`src/rtl/serial_subtractor.sv`:
```
// Bit-serial unsigned subtractor: diff = a - b, one bit per clock, LSB first,
// with a start/busy/done handshake around a single full-subtractor cell.
module serial_subtractor #(
    parameter int WIDTH = 8
) (
    input  logic             clk,
    input  logic             rst,
    input  logic             start,
    input  logic [WIDTH-1:0] a,
    input  logic [WIDTH-1:0] b,
    output logic [WIDTH-1:0] diff,
    output logic             borrow_out,
    output logic             busy,
    output logic             done
);
    localparam int CW = $clog2(WIDTH) + 1;

    typedef enum logic [1:0] {IDLE, RUN, DONE} state_t;

    state_t           state_q, state_d;
    logic [WIDTH-1:0] a_sh_q, a_sh_d;
    logic [WIDTH-1:0] b_sh_q, b_sh_d;
    logic [WIDTH-1:0] res_q, res_d;
    logic [WIDTH-1:0] diff_q, diff_d;
    logic             bor_q, bor_d;
    logic             bout_q, bout_d;
    logic [CW-1:0]    cnt_q, cnt_d;

    logic ai, bi, bin, d, bout, last;

    // Full-subtractor cell on the current LSBs and the registered borrow.
    assign ai   = a_sh_q[0];
    assign bi   = b_sh_q[0];
    assign bin  = bor_q;
    assign d    = ai ^ bi ^ bin;
    assign bout = (~ai & bi) | (~(ai ^ bi) & bin);
    assign last = (cnt_q == CW'(WIDTH - 1));

    always_ff @(posedge clk or posedge rst) begin
        if (rst) state_q <= IDLE;
        else     state_q <= state_d;
    end

    always_comb begin
        state_d = state_q;
        case (state_q)
            IDLE:    if (start) state_d = RUN;
            RUN:     if (last)  state_d = DONE;
            DONE:    state_d = IDLE;
            default: state_d = IDLE;
        endcase
    end

    always_comb begin
        busy = (state_q != IDLE);
        done = (state_q == DONE);
    end

    always_comb begin
        a_sh_d = a_sh_q;
        b_sh_d = b_sh_q;
        res_d  = res_q;
        bor_d  = bor_q;
        cnt_d  = cnt_q;
        diff_d = diff_q;
        bout_d = bout_q;
        if (state_q == IDLE && start) begin
            a_sh_d = a;
            b_sh_d = b;
            bor_d  = 1'b0;
            cnt_d  = '0;
        end else if (state_q == RUN) begin
            a_sh_d = a_sh_q >> 1;
            b_sh_d = b_sh_q >> 1;
            res_d  = {d, res_q[WIDTH-1:1]};
            bor_d  = bout;
            cnt_d  = cnt_q + 1'b1;
            // Publish only the completed word so diff never shows partial bits.
            if (last) begin
                diff_d = {d, res_q[WIDTH-1:1]};
                bout_d = bout;
            end
        end
    end

    always_ff @(posedge clk or posedge rst) begin
        if (rst) begin
            a_sh_q <= '0;
            b_sh_q <= '0;
            res_q  <= '0;
            bor_q  <= 1'b0;
            cnt_q  <= '0;
            diff_q <= '0;
            bout_q <= 1'b0;
        end else begin
            a_sh_q <= a_sh_d;
            b_sh_q <= b_sh_d;
            res_q  <= res_d;
            bor_q  <= bor_d;
            cnt_q  <= cnt_d;
            diff_q <= diff_d;
            bout_q <= bout_d;
        end
    end

    assign diff       = diff_q;
    assign borrow_out = bout_q;

endmodule

```
`config.mk`:
```
export PLATFORM = sky130hd
export DESIGN_NAME = serial_subtractor
export DESIGN_NICKNAME = d
export VERILOG_FILES = /design/src/rtl/serial_subtractor.sv
export SDC_FILE = /design/constraint.sdc
export NUM_CORES = 1
export LEC_CHECK = 0
export CAP_MARGIN = 5
export CELL_PAD_IN_SITES_DETAIL_PLACEMENT = 1
export CELL_PAD_IN_SITES_GLOBAL_PLACEMENT = 1
export CORE_ASPECT_RATIO = 1.75
export CORE_UTILIZATION = 42
export CTS_CLUSTER_SIZE = 16
export DETAILED_ROUTE_END_ITERATION = 12
export GPL_TIMING_DRIVEN = 0
export PLACE_DENSITY_LB_ADDON = 0.1
export SYNTH_ARGS = -nofsm -noshare
export SYNTH_HDL_FRONTEND = slang
export SYNTH_SLANG_ARGS = --single-unit
export TNS_END_PERCENT = 20
```
`constraint.sdc`:
```
create_clock -name clk -period 4.3 [get_ports clk]
set_input_delay 0.43 -clock clk [delete_from_list [all_inputs] [get_ports clk]]
set_output_delay 0.43 -clock clk [all_outputs]
set_load 0.02 [all_outputs]
```
Yosys cells after proc, flatten, opt, wreduce, memory -nomap -nowiden --
Cells that the tools add are included.
Storage, ports and cells: output and inout bits 11, register bits after elaboration 40, bits of input ports 19, word-level logic and storage cells 40
Operators by class: muxes and demuxes 11, add/sub/neg operators 1, reduce and logical (&&, ||, !) cells 7, bitwise logic cells 8, equal/unequal tests 5
Operators with widths (count):
- 8-bit 2-to-1 mux | 4
- 4-bit 2-to-1 mux | 2
- 4-bit by 1-bit adder with 4-bit output (second input constant) | 1
- 4-bit by 3-bit == test with 1-bit output (second input constant) | 1
- 2-bit 2-to-1 mux | 2
- 2-bit inequality test (second input constant) | 2
- 2-bit case mux with 2 select lines | 1
- 2-bit AND reduction | 2
- 2-bit nonzero test | 2
- 1-bit inverter | 3
- 3-bit AND reduction | 1
- 1-bit AND | 2
- 2-bit by 1-bit == test with 1-bit output (second input constant) | 1
- 2-bit == test (second input constant) | 1
- 2-bit logical NOT | 1
- 1-bit 2-to-1 mux | 2
- 1-bit XOR | 2
- 1-bit logical AND | 1
- 1-bit OR | 1

Logic depth before layout (Yosys ltp) --
Gate-level depths: netlist of run 1.
word-level depth 6, gate-level depth with buffers 5, depth with buffers taken out 4

Least setup slack after synthesis of run 1 --
OpenSTA, ideal clock, no wires.
path kind flip-flop to flip-flop, start point register state_q[1], end point register diff_q[0] (netlist: diff[0]), library setup time 0.125 ns, path buffers 1, setup slack 2.792 ns, required time 4.175 ns, arrival 1.383 ns, clock period less this slack 1.508 ns, cell stages (with the launch flop) 5, cells stage by stage dfrtp_1 nand2b_1 buf_6 nor3_4 mux2_2
Between the ends: cells in the longest elaborated chain, start to end 4, elaborated cells between the ends (all ways) 5, those cells by class eq/ne (1); bitwise (1); reduce/logical (3)
RTL lines:
- from (decl) | RTL line 20 | state_t state_q, state_d;
- from (signal assigned) | RTL line 41 | else state_q <= state_d;
- 2-bit logical NOT | RTL line 67 | if (state_q == IDLE && start) begin
- 1-bit logical AND | RTL line 67
- 1-bit inverter (no line)
- 3-bit AND reduction (no line) *
- to (signal assigned) | RTL line 101 | diff_q <= diff_d;
- to (decl) | RTL line 24 | logic [WIDTH-1:0] diff_q, diff_d;
Every way passes the cells marked *; elsewhere a longest branch is shown, timed or not. A chain may end at the register's enable or synchronous reset.

Final worst setup path of run 1 --
start point register state_q[1], end point output port busy
Between the ends: cells in the longest elaborated chain, start to end 1
RTL lines:
- 2-bit nonzero test | RTL line 55 | busy = (state_q != IDLE);
- to (decl) | RTL line 13 | output logic busy,
Every way passes these cells.

==> results.rst, run 1 <==
.. list-table::
   :header-rows: 1

   * - Metric
     - Value
   * - Number of distinct library cells after synthesis
     - 21
   * - Floorplan core area
     - 0.00366 mm²
   * - Worst Min Path Start
     - b_sh_q[5]$_DFFE_PP0P_
   * - Drt drc
     - 0
   * - Cell count of the worst reg-to-reg path
     - 4
   * - Nets
     - 211
   * - Total overflow reported by the global router
     - 0
   * - Maximum level of the CTS H-tree
     - 2
   * - First-pass GRT wire length
     - 6.31 mm
   * - Average detailed-routed wire length per instance
     - 14.9 µm
   * - Post-synthesis net count
     - 175
   * - I/O pin count
     - 30
   * - Die boundary width
     - 49.0 µm
   * - IR Drop Worst-Case VDD
     - 0.429 mV
   * - Worst path bufs/invs
     - 1
   * - Final-layout setup total negative slack
     - 0 ns
   * - Buffers from clock root to sink, at most
     - 2
   * - Leak
     - 0.000977 µW
   * - Most frequent cells in the layout
     - sky130_fd_sc_hd__nand2_1 (58), sky130_fd_sc_hd__dfrtp_1 (39), sky130_fd_sc_hd__clkdlybuf4s50_1 (29), sky130_fd_sc_hd__a22oi_1 (14), sky130_fd_sc_hd__mux2_2 (8)
   * - Type of the setup path with the least slack
     - flip-flop to output pin
   * - Total of fill cells in the finished design
     - 417
   * - Post-synthesis average cell area
     - 10.5 µm²
   * - Area growth from synthesis to final layout
     - 28.7%
   * - Pins over their slew limit
     - 0
   * - Startpoint type of the worst setup path
     - flip-flop
   * - Unrepaired setup endpoints after global routing
     - false
   * - Via count of the first global-routing pass
     - 1392
   * - Layout cell share with drive strength beyond 1
     - 0.105
   * - Estimated wirelength of the detail-placed design
     - 2.57 mm
   * - Critical Path, Cell by Cell
     - or2_2 -> clkdlybuf4s50_1
   * - Crit path DAT
     - 1.55 ns
   * - Number of hold buffers added after cts
     - 0
   * - Fraction of the yosys area taken by sequential cells
     - 0.601
   * - Synth warnings
     - 0
   * - Logic pwr share
     - 0.378
   * - Footprint of the multi-input gates
     - 596 µm²
   * - Initial Utilization
     - 0.443
   * - DR vias/cell
     - 5.11
   * - Transition time at the pin with the least slew margin
     - 0.816 ns
   * - Detailed route wirelength on metal3
     - 100 µm
   * - Metal-1 WL
     - 1.36 mm
   * - Class of the most critical hold timing path
     - flip-flop to flip-flop
   * - Clock latency on the worst-skew pair
     - 0.29 ns
   * - Post-Synthesis Cells
     - 154
   * - Top delay family on crit path
     - buffers and inverters
   * - Detailed-router iteration count before antenna repair
     - 2
   * - All-layer global routing usage
     - 0.203
   * - Buffers inserted during post-CTS setup optimization
     - 0
   * - Cell area after synthesis
     - 0.00162 mm²
   * - Max cap viols
     - 0
   * - Antenna violations before repair
     - 0
   * - Clock transition at the registers of the reported paths
     - 0.08 ns
   * - Count of port buffers added during placement
     - 29
   * - Resized Gates After CTS
     - 0
   * - CP max FO
     - 6
   * - Placed cell count
     - 229
   * - Buffer type at the clock tree root
     - sky130_fd_sc_hd__clkbuf_8
   * - Crit path largest cell delay
     - 0.54 ns
   * - Final hold viol count
     - 0
   * - Clock buffer count from CTS
     - 5
   * - Capture instance of the worst register-to-register path
     - diff[4]$_DFFE_PP0P_
   * - Clock Skews
     - 0.00563 ns
   * - Most frequent standard cell in the layout excluding fill and tap cells
     - sky130_fd_sc_hd__nand2_1
   * - Final weighted congestion in routability-driven placement
     - 0.696
   * - Max Clock Freq
     - 504 MHz
   * - Power Internal
     - 986 µW
   * - Power density normalized to cell area
     - 735 mW/mm²
   * - Worst rel slew slack
     - 0.456
   * - Worst R2R Setup Slack
     - 2.58 ns
   * - R2r startpoint
     - state_q[1]$_DFFE_PP0P_
   * - Die Height
     - 84.3 µm
   * - Setup-failing EPs final
     - 0
   * - Seq. cell area
     - 976 µm²
   * - Detailed Route Iter0 Violations
     - 16
   * - Count of standard-cell rows
     - 29
   * - Uppermost routed layer
     - met4
   * - Largest net degree at the start of global routing
     - 40
   * - Portion of total power attributed to the clock network
     - 0.205
   * - Routed vias
     - 1212
   * - Wirelength, routed
     - 3.52 mm
   * - Net Sw Frac
     - 0.358
   * - Hold depth
     - 2
   * - Number of storage elements in the synthesis netlist
     - 39
   * - Detailed-routed wire length on met2
     - 2.00 mm
   * - Number of nets still failing antenna checks after routing
     - 0
   * - ANT cells
     - 0
   * - Final cycle utilization of the critical path
     - 0.461
   * - Die Outline Area
     - 0.00413 mm²
   * - Minimum clock period
     - 1.98 ns
   * - TritonCTS clock tree
     - done
   * - Sequential fraction of design power
     - 0.417
   * - Number of non-filler instances in the completed layout
     - 237
   * - Destination of the worst hold path
     - b_sh_q[5]$_DFFE_PP0P_
   * - Endpoint required time on the critical path
     - 3.87 ns
   * - Depth of the critical timing path with buffers and inverters included
     - 2
   * - Switching Power
     - 551 µW
   * - Crit. End Element
     - output pin
   * - Sinks on the clock net
     - 39
   * - Outcome
     - finished, final reports clean
   * - Highest-delay cell along the critical path
     - sky130_fd_sc_hd__clkdlybuf4s50_1
-- flip-flops by register name (all words and copies together) (netlist names) --
signal	flops
state_q	2
b_sh_q	8
borrow_out	1
bin	1
a_sh_q	8
diff	8
cnt_q	4
res_q	7
-- synthesized netlist by cell type, drive strengths merged --
master,count,area [µm²]
buf,1,11.3
nor2b,1,6.26
dfrtp,39,976
o21ai,5,25.0
mux2i,2,20.0
nand2,58,218
a21o,1,7.51
clkbuf,7,26.3
mux2,8,90.1
ha,1,12.5
o22ai,1,6.26
nor3b,2,15.0
nor3,1,16.3
o21bai,2,15.0
inv,4,15.0
nand2b,3,18.8
fa,1,20.0
and2b,1,7.51
nand4,1,6.26
a22oi,14,105
or2,1,6.26
-- power groups by stage --
stage	Clock [µW]	Combinational, µW	Sequential (µW)
after global routing	335	654	662
after CTS	324	594	644
after detailed placement	0	592	649
after global placement	0	560	632
after floorplan	0	331	673
final	315	581	641
-- cell type report --
cell class / count / area share
inverters: 4 / 0.00719
multi-input cells: 103 / 0.285
clock inverters: 2 / 0.0168
well taps: 46 / 0.0275
repair buffers: 29 / 0.139
flip-flops and latches: 39 / 0.467
clock buffers: 6 / 0.0395
plain buffers: 8 / 0.0180
-- worst max path at each step --
stage / startpoint / endpoint / slack [ns]
4_1_cts: state_q[1]$_DFFE_PP0P_ / busy / 2.30
3_3_place_gp: rst / a_sh_q[4]$_DFFE_PP0P_ / 2.21
6_report: state_q[1]$_DFFE_PP0P_ / busy / 2.32
5_1_grt: state_q[1]$_DFFE_PP0P_ / busy / 2.24
2_1_floorplan: state_q[1]$_DFFE_PP0P_ / diff[0]$_DFFE_PP0P_ / 2.79
3_5_place_dp: start / b_sh_q[7]$_DFFE_PP0P_ / 2.26
-- worst min-delay path: cells and delay by family (launching register included) --
family / cells / cell delay (ns)
flip-flops: 1 / 0.35
AND/OR/NAND/NOR: 2 / 0.11
-- cell families (layout without fill, tap and decap cells) --
family / Yosys count / count (layout) / share of synthesized area
mux: 10 / 10 / 0.0678
flops: 39 / 39 / 0.601
buf+inv: 12 / 49 / 0.0324
fa+ha+maj: 2 / 2 / 0.0200
compound gates: 23 / 23 / 0.0978
simple gates: 68 / 68 / 0.181
-- stage by stage --
step           hold slack [ns]  setup slack, ns  power [µW]   util  area, µm²
2_1_floorplan            0.440             2.79        1000      -       1620
5_1_grt                  0.509             2.24        1650  0.570       2090
4_1_cts                  0.489             2.30        1560  0.570       2090
6_report                 0.487             2.32        1540  0.570       2090
3_5_place_dp             0.472             2.26        1240  0.538       1970
3_3_place_gp             0.459             2.21        1190  0.538       1970
-- layer usage --
layer / track usage / up-vias
li1: - / 581
met1: 0.214 / 601
met2: 0.381 / 23
met3: 0.0362 / 7
met4: 0.0882 / 0
met5: 0 / -
(Power assumes the default switching activity.)
==> run 2, diff against run 1 <==
--- a/config.mk
+++ b/config.mk
@@ -9,7 +9,7 @@
 export CELL_PAD_IN_SITES_DETAIL_PLACEMENT = 1
 export CELL_PAD_IN_SITES_GLOBAL_PLACEMENT = 1
 export CORE_ASPECT_RATIO = 1.75
-export CORE_UTILIZATION = 42
+export CORE_UTILIZATION = 39
 export CTS_CLUSTER_SIZE = 16
 export DETAILED_ROUTE_END_ITERATION = 12
 export GPL_TIMING_DRIVEN = 0
==> constraint.sdc (replaced) <==
create_clock -name clk -period 2 [get_ports clk]
set_input_delay 0.2 -clock clk [delete_from_list [all_inputs] [get_ports clk]]
set_output_delay 0.2 -clock clk [all_outputs]
set_load 0.02 [all_outputs]
==> run 2 against run 1 <==
  * Clock skew down 0.0033 ns
  * First-iteration DRC count down 44%
  * Global-route usage down 2.0 points
  * Flip-flop and latch count unchanged
  * Largest power group unchanged
  * Count of clock-buffer cells in the layout unchanged
==> results.rst, run 2 (synthesized netlist as in run 1, its figures left out) <==
.. list-table::
   :header-rows: 1

   * - Metric
     - Value
   * - I/O pin count
     - 30 (unchanged)
   * - Final-layout setup total negative slack
     - 0 ns (unchanged)
   * - Startpoint type of the worst setup path
     - flip-flop
   * - Count of standard-cell rows
     - 30 (+3.4%)
   * - Largest net degree at the start of global routing
     - 40 (unchanged)
   * - Worst R2R Setup Slack
     - 0.26 ns (-2.32 ns)
   * - Area growth from synthesis to final layout
     - 27.0%
   * - Initial Utilization
     - 0.412 (-0.0311)
   * - Number of hold buffers added after cts
     - 0 (unchanged)
   * - Highest-delay cell along the critical path
     - sky130_fd_sc_hd__clkdlybuf4s50_1
   * - Most frequent standard cell in the layout excluding fill and tap cells
     - sky130_fd_sc_hd__nand2_1
   * - Setup-failing EPs final
     - 0 (unchanged)
   * - Detailed Route Iter0 Violations
     - 9 (-7)
   * - Sinks on the clock net
     - 39 (unchanged)
   * - Resized Gates After CTS
     - 0 (unchanged)
   * - Detailed-router iteration count before antenna repair
     - 4 (+2)
   * - Max Clock Freq
     - 566 MHz
   * - Cell count of the worst reg-to-reg path
     - 4 (unchanged)
   * - Seq. cell area
     - 976 µm² (unchanged)
   * - Routed vias
     - 1224 (+0.99%)
   * - Clock Skews
     - 0.00237 ns (-0.00326 ns)
   * - Final cycle utilization of the critical path
     - 0.884
   * - Floorplan core area
     - 0.00394 mm² (+7.5%)
   * - Number of nets still failing antenna checks after routing
     - 0 (unchanged)
   * - Buffers from clock root to sink, at most
     - 2 (unchanged)
   * - Maximum level of the CTS H-tree
     - 2 (unchanged)
   * - Die Outline Area
     - 0.00444 mm² (+7.4%)
   * - Average detailed-routed wire length per instance
     - 14.4 µm (-3.2%)
   * - DR vias/cell
     - 5.14 (+0.57%)
   * - Buffers inserted during post-CTS setup optimization
     - 0 (unchanged)
   * - Clock transition at the registers of the reported paths
     - 0.07 ns (about the same)
   * - Nets
     - 211 (unchanged)
   * - TritonCTS clock tree
     - done
   * - Clock buffer count from CTS
     - 5 (unchanged)
   * - Footprint of the multi-input gates
     - 596 µm² (unchanged)
   * - Buffer type at the clock tree root
     - sky130_fd_sc_hd__clkbuf_8
   * - Pins over their slew limit
     - 0 (unchanged)
   * - Capture instance of the worst register-to-register path
     - diff[6]$_DFFE_PP0P_
   * - Total power
     - 3150 µW (+110%)
   * - Class of the most critical hold timing path
     - input pin to asynchronous set/reset pin
   * - Type of the setup path with the least slack
     - flip-flop to output pin
   * - Endpoint required time on the critical path
     - 1.80 ns (-2.07 ns)
   * - All-layer global routing usage
     - 0.183 (-0.0200)
   * - Final hold viol count
     - 0 (unchanged)
   * - Wirelength, routed
     - 3.42 mm (-2.8%)
   * - Power density normalized to cell area
     - 1530 mW/mm² (+110%)
   * - Estimated wirelength of the detail-placed design
     - 2.59 mm (+0.69%)
   * - Outcome
     - finished, final reports clean
   * - Max cap viols
     - 0 (unchanged)
   * - Clock latency on the worst-skew pair
     - 0.29 ns (about the same)
   * - Minimum clock period
     - 1.77 ns
   * - Total of fill cells in the finished design
     - 460 (+10%)
   * - Antenna violations before repair
     - 0 (unchanged)
   * - Leak
     - 0.000963 µW (-1.4%)
   * - Final weighted congestion in routability-driven placement
     - 0.679 (-2.5%)
   * - IR Drop Worst-Case VDD
     - 0.746 mV (+74%)
   * - R2r startpoint
     - state_q[1]$_DFFE_PP0P_
   * - First-pass GRT wire length
     - 5.85 mm (-7.2%)
   * - Total overflow reported by the global router
     - 0 (unchanged)
   * - Worst rel slew slack
     - 0.456 (+0.000935)
   * - Most frequent cells in the layout
     - sky130_fd_sc_hd__nand2_1 (58), sky130_fd_sc_hd__dfrtp_1 (39), sky130_fd_sc_hd__clkdlybuf4s50_1 (29), sky130_fd_sc_hd__a22oi_1 (14), sky130_fd_sc_hd__mux2_2 (8)
   * - Transition time at the pin with the least slew margin
     - 0.814 ns (-0.00140 ns)
   * - ANT cells
     - 0 (unchanged)
   * - Drt drc
     - 0 (unchanged)
   * - Crit path DAT
     - 1.57 ns (+0.02 ns)
   * - Critical Path, Cell by Cell
     - or2_2 -> clkdlybuf4s50_1
   * - Via count of the first global-routing pass
     - 1343 (-3.5%)
   * - Unrepaired setup endpoints after global routing
     - false
   * - Layout cell share with drive strength beyond 1
     - 0.100 (-0.00471)
   * - Die Height
     - 87.4 µm (+3.7%)
   * - Crit path largest cell delay
     - 0.54 ns (about the same)
   * - Count of port buffers added during placement
     - 29 (unchanged)
   * - Die boundary width
     - 50.8 µm (+3.6%)
   * - CP max FO
     - 6 (unchanged)
   * - Crit. End Element
     - output pin
-- run 2: cell types whose count changed in the layout (fill, tap and decap cells not counted), sizes merged --
cell and delta:
bufinv -1
-- run 2: cell type report --
class	instances	share of cell area
timing repair buffer	29	0.141
inverter	4	0.00728
sequential	39	0.473
tap	48	0.0291
clock inverter	1	0.00243
clock buffer	6	0.0400
buffer	8	0.0182
multi-input combinational	103	0.289
-- run 2: worst max path at each step --
| stage | from | end | slack, ns | cells after the start |
|---|---|---|---|---|
| global route | cnt_q[0]$_DFFE_PP0P_ | diff[5]$_DFFE_PP0P_ | 0.16 | 4 |
| finish | state_q[1]$_DFFE_PP0P_ | busy | 0.23 | 2 |
| global placement | rst | a_sh_q[4]$_DFFE_PP0P_ | 0.11 | 2 |
| floorplan | state_q[1]$_DFFE_PP0P_ | diff[0]$_DFFE_PP0P_ | 0.49 | 4 |
| CTS | state_q[1]$_DFFE_PP0P_ | busy | 0.21 | 2 |
| detailed placement | start | a_sh_q[7]$_DFFE_PP0P_ | 0.17 | 4 |
-- run 2: where the power goes --
| group | internal, µW | switching [µW] |
|---|---|---|
| Clock | 270 | 260 |
| Combinational | 578 | 673 |
| Sequential | 1140 | 225 |
| Total | 1990 | 1160 |
-- run 2: per-stage QoR --
stage | util | setup WS, ns | instances | hold WS, ns | cell area [µm²]
after floorplan | - | 0.492 | 154 | 0.317 | 1620
after global placement | 0.501 | 0.111 | 231 | 0.454 | 1970
after detailed placement | 0.501 | 0.165 | 231 | 0.468 | 1970
after CTS | 0.523 | 0.212 | 238 | 0.422 | 2060
after global routing | 0.523 | 0.164 | 238 | 0.493 | 2060
final | 0.523 | 0.232 | 238 | 0.388 | 2060
-- run 2: critical path, delay by kind of cell, from the launching register on --
kind / cells / cell delay (ns)
buf+inv: 1 / 0.54
flops: 1 / 0.43
simple gates: 1 / 0.31
-- run 2: routing by layer --
layer  global-route usage  vias to the layer above  wire (µm)
met4               0.0682                        0         48
met1                0.174                      616       1220
met2                0.359                       26       2040
met3               0.0471                        4        111
met5                    0                        -          0
li1                     -                      578          -
==> run 3, diff against run 2 <==
--- a/config.mk
+++ b/config.mk
@@ -17,4 +17,3 @@
 export SYNTH_ARGS = -nofsm -noshare
 export SYNTH_HDL_FRONTEND = slang
 export SYNTH_SLANG_ARGS = --single-unit
-export TNS_END_PERCENT = 20
==> constraint.sdc (replaced) <==
create_clock -name clk -period 2 [get_ports clk]
set_input_delay 0.4 -clock clk [delete_from_list [all_inputs] [get_ports clk]]
set_output_delay 0.4 -clock clk [all_outputs]
set_load 0.02 [all_outputs]
==> run 3 against run 2 <==
  * Largest power group unchanged
  * Total power barely moved
  * Count of clock-buffer cells in the layout did not move
  * Combinational power barely moved
  * Hold slack improved by 0.095 ns
  * Critical path depth did not move
  * Register-to-register slack barely moved
==> results.rst, run 3 (synthesized netlist as in run 1, its figures left out) <==
.. list-table::
   :header-rows: 1

   * - Metric
     - Value
   * - Estimated wirelength of the detail-placed design
     - 2.59 mm (unchanged)
   * - DR vias/cell
     - 5.14 (unchanged)
   * - Die boundary width
     - 50.8 µm (unchanged)
   * - First-pass GRT wire length
     - 5.85 mm (unchanged)
   * - I/O pin count
     - 30 (unchanged)
   * - Detailed Route Iter0 Violations
     - 9 (unchanged)
   * - Power density normalized to cell area
     - 1520 mW/mm² (-0.19%)
   * - TritonCTS clock tree
     - done
   * - Count of standard-cell rows
     - 30 (unchanged)
   * - Routed vias
     - 1224 (unchanged)
   * - Layout cell share with drive strength beyond 1
     - 0.100 (unchanged)
   * - Total overflow reported by the global router
     - 0 (unchanged)
   * - Pins over their slew limit
     - 0 (unchanged)
   * - Unrepaired setup endpoints after global routing
     - false
   * - All-layer global routing usage
     - 0.183 (unchanged)
   * - Maximum level of the CTS H-tree
     - 2 (unchanged)
   * - Worst setup slack before clock tree synthesis
     - -0.0348 ns (-0.200 ns)
   * - Clock Skews
     - 0.00237 ns (unchanged)
   * - Antenna violations before repair
     - 0 (unchanged)
   * - Final cycle utilization of the critical path
     - 0.937 (+0.0529)
   * - Area growth from synthesis to final layout
     - 27.1%
   * - Final weighted congestion in routability-driven placement
     - 0.679 (unchanged)
   * - Count of port buffers added during placement
     - 29 (unchanged)
   * - Nets
     - 211 (unchanged)
   * - Leak
     - 0.000967 µW (+0.49%)
   * - Resized Gates After CTS
     - 0 (unchanged)
   * - Die Height
     - 87.4 µm (unchanged)
   * - Most frequent cells in the layout
     - sky130_fd_sc_hd__nand2_1 (58), sky130_fd_sc_hd__dfrtp_1 (39), sky130_fd_sc_hd__clkdlybuf4s50_1 (28), sky130_fd_sc_hd__a22oi_1 (14), sky130_fd_sc_hd__mux2_2 (8)
   * - Core Util, Final
     - 0.524 (+0.000635)
   * - Total of fill cells in the finished design
     - 459 (-0.22%)
   * - Most frequent standard cell in the layout excluding fill and tap cells
     - sky130_fd_sc_hd__nand2_1
   * - Max cap viols
     - 0 (unchanged)
   * - Clock latency on the worst-skew pair
     - 0.29 ns (about the same)
   * - Floorplan core area
     - 0.00394 mm² (unchanged)
   * - Number of hold buffers added after cts
     - 0 (unchanged)
   * - Final-layout setup total negative slack
     - 0 ns (unchanged)
   * - Wirelength, routed
     - 3.42 mm (unchanged)
   * - Class of the most critical hold timing path
     - flip-flop to flip-flop
   * - ANT cells
     - 0 (unchanged)
   * - Buffers from clock root to sink, at most
     - 2 (unchanged)
   * - Buffer type at the clock tree root
     - sky130_fd_sc_hd__clkbuf_8
   * - Total power
     - 3150 µW (about the same)
   * - Crit path DAT
     - 1.47 ns (-0.10 ns)
   * - Worst rel slew slack
     - 0.456 (unchanged)
   * - Buffers inserted during post-CTS setup optimization
     - 0 (unchanged)
   * - Final hold viol count
     - 0 (unchanged)
   * - Worst Slack Setup Final
     - 0.126 ns (-0.106 ns)
   * - Number of nets still failing antenna checks after routing
     - 0 (unchanged)
   * - Startpoint type of the worst setup path
     - flip-flop
   * - Initial Utilization
     - 0.412 (unchanged)
   * - Outcome
     - finished, final reports clean
   * - Largest net degree at the start of global routing
     - 40 (unchanged)
   * - Average detailed-routed wire length per instance
     - 14.4 µm (unchanged)
   * - Detailed-router iteration count before antenna repair
     - 4 (unchanged)
   * - Setup-failing EPs final
     - 0 (unchanged)
   * - Crit. End Element
     - output pin
   * - Max Clock Freq
     - 534 MHz (-5.6%)
   * - Minimum clock period
     - 1.87 ns (+0.106 ns)
   * - Sinks on the clock net
     - 39 (unchanged)
   * - Via count of the first global-routing pass
     - 1343 (unchanged)
   * - IR Drop Worst-Case VDD
     - 0.746 mV (unchanged)
   * - Clock transition at the registers of the reported paths
     - 0.07 ns (about the same)
   * - Drt drc
     - 0 (unchanged)
   * - Clock buffer count from CTS
     - 5 (unchanged)
   * - Endpoint required time on the critical path
     - 1.60 ns (-0.20 ns)
   * - Die Outline Area
     - 0.00444 mm² (unchanged)
   * - Transition time at the pin with the least slew margin
     - 0.814 ns (unchanged)
   * - CP max FO
     - 6 (unchanged)
   * - Type of the setup path with the least slack
     - flip-flop to output pin
## run 3: changes by cell type in the layout (fill, tap and decap cells not counted), sizes merged
cell           change
dlymetal6s2s       +1
clkdlybuf4s50      -1
## run 3: worst paths after layout
path / from / endpoint / slack [ns] / depth (start not counted)
worst max-delay path: state_q[1]$_DFFE_PP0P_ / done / 0.13 / 2
worst min-delay path: a_sh_q[3]$_DFFE_PP0P_ / a_sh_q[3]$_DFFE_PP0P_ / 0.48 / 2
worst max register to register: state_q[1]$_DFFE_PP0P_ / diff[6]$_DFFE_PP0P_ / 0.26 / 4
worst min register to register: a_sh_q[3]$_DFFE_PP0P_ / a_sh_q[3]$_DFFE_PP0P_ / 0.48 / 2
max in group asynchronous: rst / b_sh_q[7]$_DFFE_PP0P_ / 0.90 / 2
min in group asynchronous: rst / res_q[6]$_DFFE_PP0P_ / 0.59 / 2
## run 3: cell type report
cell class,instances,area [µm²],area share
Buffer,8,37.5,0.0182
Clock buffer,6,82.6,0.0400
Clock inverter,1,5.00,0.00242
Inverter,4,15.0,0.00727
Multi-Input combinational cell,103,596,0.288
Sequential cell,39,976,0.473
Tap cell,48,60.1,0.0291
Timing Repair Buffer,29,293,0.142
## run 3: critical path: stages, from the launching register on
cell                              delay (ns)
sky130_fd_sc_hd__dfrtp_1                0.42
sky130_fd_sc_hd__nor2b_1                0.16
sky130_fd_sc_hd__clkdlybuf4s50_1        0.61
## run 3: power breakdown
part / switching, µW / leakage (µW) / internal (µW)
combinational: 672 / 0.000430 / 576
sequential: 225 / 0.000490 / 1140
clock: 260 / 0.0000470 / 270
total: 1160 / 0.000967 / 1990
## run 3: metal layers
layer,vias up,GRT usage,wire [µm]
met3,4,0.0471,111
li1,578,-,-
met2,26,0.359,2040
met5,-,0,0
met4,0,0.0682,48
met1,616,0.174,1220
## run 3: stage by stage
| step | area (µm²) | hold slack [ns] | std cells |
|---|---|---|---|
| floorplan | 1620 | 0.440 | 154 |
| global placement | 1970 | 0.454 | 231 |
| detailed placement | 1970 | 0.468 | 231 |
| CTS | 2060 | 0.487 | 238 |
| global route | 2060 | 0.505 | 238 |
| finish | 2060 | 0.483 | 238 |
==> RTL edit: new RTL, flow settings as in run 3 <==
Make the reset (`rst`) synchronous in 2 clocked blocks.
--- a/src/rtl/serial_subtractor.sv
+++ b/src/rtl/serial_subtractor.sv
@@ -36,7 +36,7 @@
     assign bout = (~ai & bi) | (~(ai ^ bi) & bin);
     assign last = (cnt_q == CW'(WIDTH - 1));
 
-    always_ff @(posedge clk or posedge rst) begin
+    always_ff @(posedge clk) begin
         if (rst) state_q <= IDLE;
         else     state_q <= state_d;
     end
@@ -83,7 +83,7 @@
         end
     end
 
-    always_ff @(posedge clk or posedge rst) begin
+    always_ff @(posedge clk) begin
         if (rst) begin
             a_sh_q <= '0;
             b_sh_q <= '0;
Behaviour: differs if rst is asserted again (counterexample within 4 cycles, from zero or initial values and one cycle with rst high); with rst held inactive, the same outputs for 10 cycles.
==> RTL edit against run 3 <==
Setup slack improved by 0.022 ns. Count of clock-buffer cells in the layout fell by 1. Sequential share of layout area fell by 9.7 points. Synthesized area rose by 1.5%. Cell area rose by 0.67%. Sequential cell count did not move. Wire length rose by 35%. Largest cell class unchanged.
Power is not compared: it rests on default switching activity, and its combinational part moved more than twofold at a synthesized area within 25%.
==> RTL edit: results (changes against run 3) <==
outcome:
  status: "completed"
logic_synthesis:
  synth_commonest_cells: "dfxtp_1 (39), a21oi_1 (36), nand2_1 (30), nor2_1 (20)"
  synthXorXnorAreaFrac: 0.0106  # +0.0106
  synth_compound_area_frac: 0.221  # +0.123
  async_flop_share: 0  # -1.00
  synthMuxAreaShare: 0  # -0.0678
  ys_types: 30  # +43%
  ys_top_cells_by_area: "dfxtp_1 (47%), a21oi_1 (11%), nand2_1 (6.8%)"
  synthAdderAreaFrac: 0.0197  # -0.000289
  synthesis.nets: 222  # +27%
  seq_area_frac_synth: 0.474  # -0.127
drt:
  dr_total_vias: 1537  # +26%
  wl_um: 4640  # +35%
cells_and_area:
  nets: 257  # +22%
  fill_cells: 491  # +7.0%
  drive_gt1_frac: 0.105  # +0.00549
worst_setup_path:
  r2r-start: "cnt_q[0]"
  cp_max_fo: 10  # +4
  r2r-end: "borrow_out"
grt:
  grt_pass1_vias: 1758  # +31%
  track_usage: 0.242  # +0.0589
  grt_max_degree: 15  # -63%
placement:
  place_hpwl_um: 3340  # +29%
  place_ws_ns: 0.00182  # +0.0366 ns
  place.gp.congestion: 0.804  # +18%
timing:
  fin_worst_skew_ns: 0.00572  # +0.00334 ns
  period_share: 0.926  # -0.0111
[RTL edit: cell count changes in the layout (fill, tap and decap cells not counted), moves of 7 or more]
cell      delta
a211oi_1    +11
a21oi_1     +36
a22oi_1     -14
buf_2        +7
dfrtp_1     -39
dfxtp_1     +39
mux2_2       -8
nand2_1     -28
nand3_1     +11
nor2_1      +20
[RTL edit: kinds of logic after synthesis]
kind of cell               count (synthesis)
AOI/OAI and AO/OA                         61
xor gates and xnor gates                   2
adders and majority gates                  2
buffers and inverters                     21
DFF                                       39
and+or+nand+nor                           76
[RTL edit: layer usage]
layer,track usage,wire length [um]
met1,0.244,1840
met2,0.443,2510
met3,0.0642,145
met4,0.121,142
met5,0,0
[RTL edit: cell type report]
type                       count  area (um2)  area share
multi-input combinational    141         764       0.368
tap                           48        60.1      0.0289
inverter                       3        11.3     0.00542
clock inverter                 3        23.8      0.0114
sequential                    39         781       0.376
buffer                        18        91.3      0.0439
timing repair buffer          28         278       0.134
clock buffer                   5        68.8      0.0331
[RTL edit: what timing repair did]
action                     in CTS  in global routing
setup endpoints to repair       2                  0
gates resized for setup         2                  0
hold endpoints to repair        0                  0
setup buffers                   0                  0
[RTL edit: how the worst max path moves through the flow]
| stage | start | to | cells past startpoint |
|---|---|---|---|
| after global routing | state_q[0] | busy | 3 |
| final | state_q[0] | busy | 3 |
| after floorplan | cnt_q[0] | borrow_out | 5 |
| after CTS | state_q[0] | busy | 3 |
| after detailed placement | start | a_sh_q[3] | 6 |
| after global placement | start | b_sh_q[6] | 6 |
[RTL edit: power breakdown]
part           internal, mW  total, mW  leakage [nW]  switching, mW
combinational        0.0975      0.221         0.377          0.123
sequential            0.812      0.837         0.318         0.0251
clock                 0.249      0.564        0.0408          0.314
[RTL edit: critical path: stages, from the launching register on]
cell	delay, ns
dfxtp_1	0.33
buf_2	0.18
or2_2	0.31
dlygate4sd2_1	0.32
[RTL edit: per-stage QoR]
stage / hold slack, ns / instances
floorplan: 0.437 / 201
global placement: 0.445 / 277
detailed placement: 0.456 / 277
CTS: 0.468 / 285
global route: 0.500 / 285
finish: 0.466 / 285
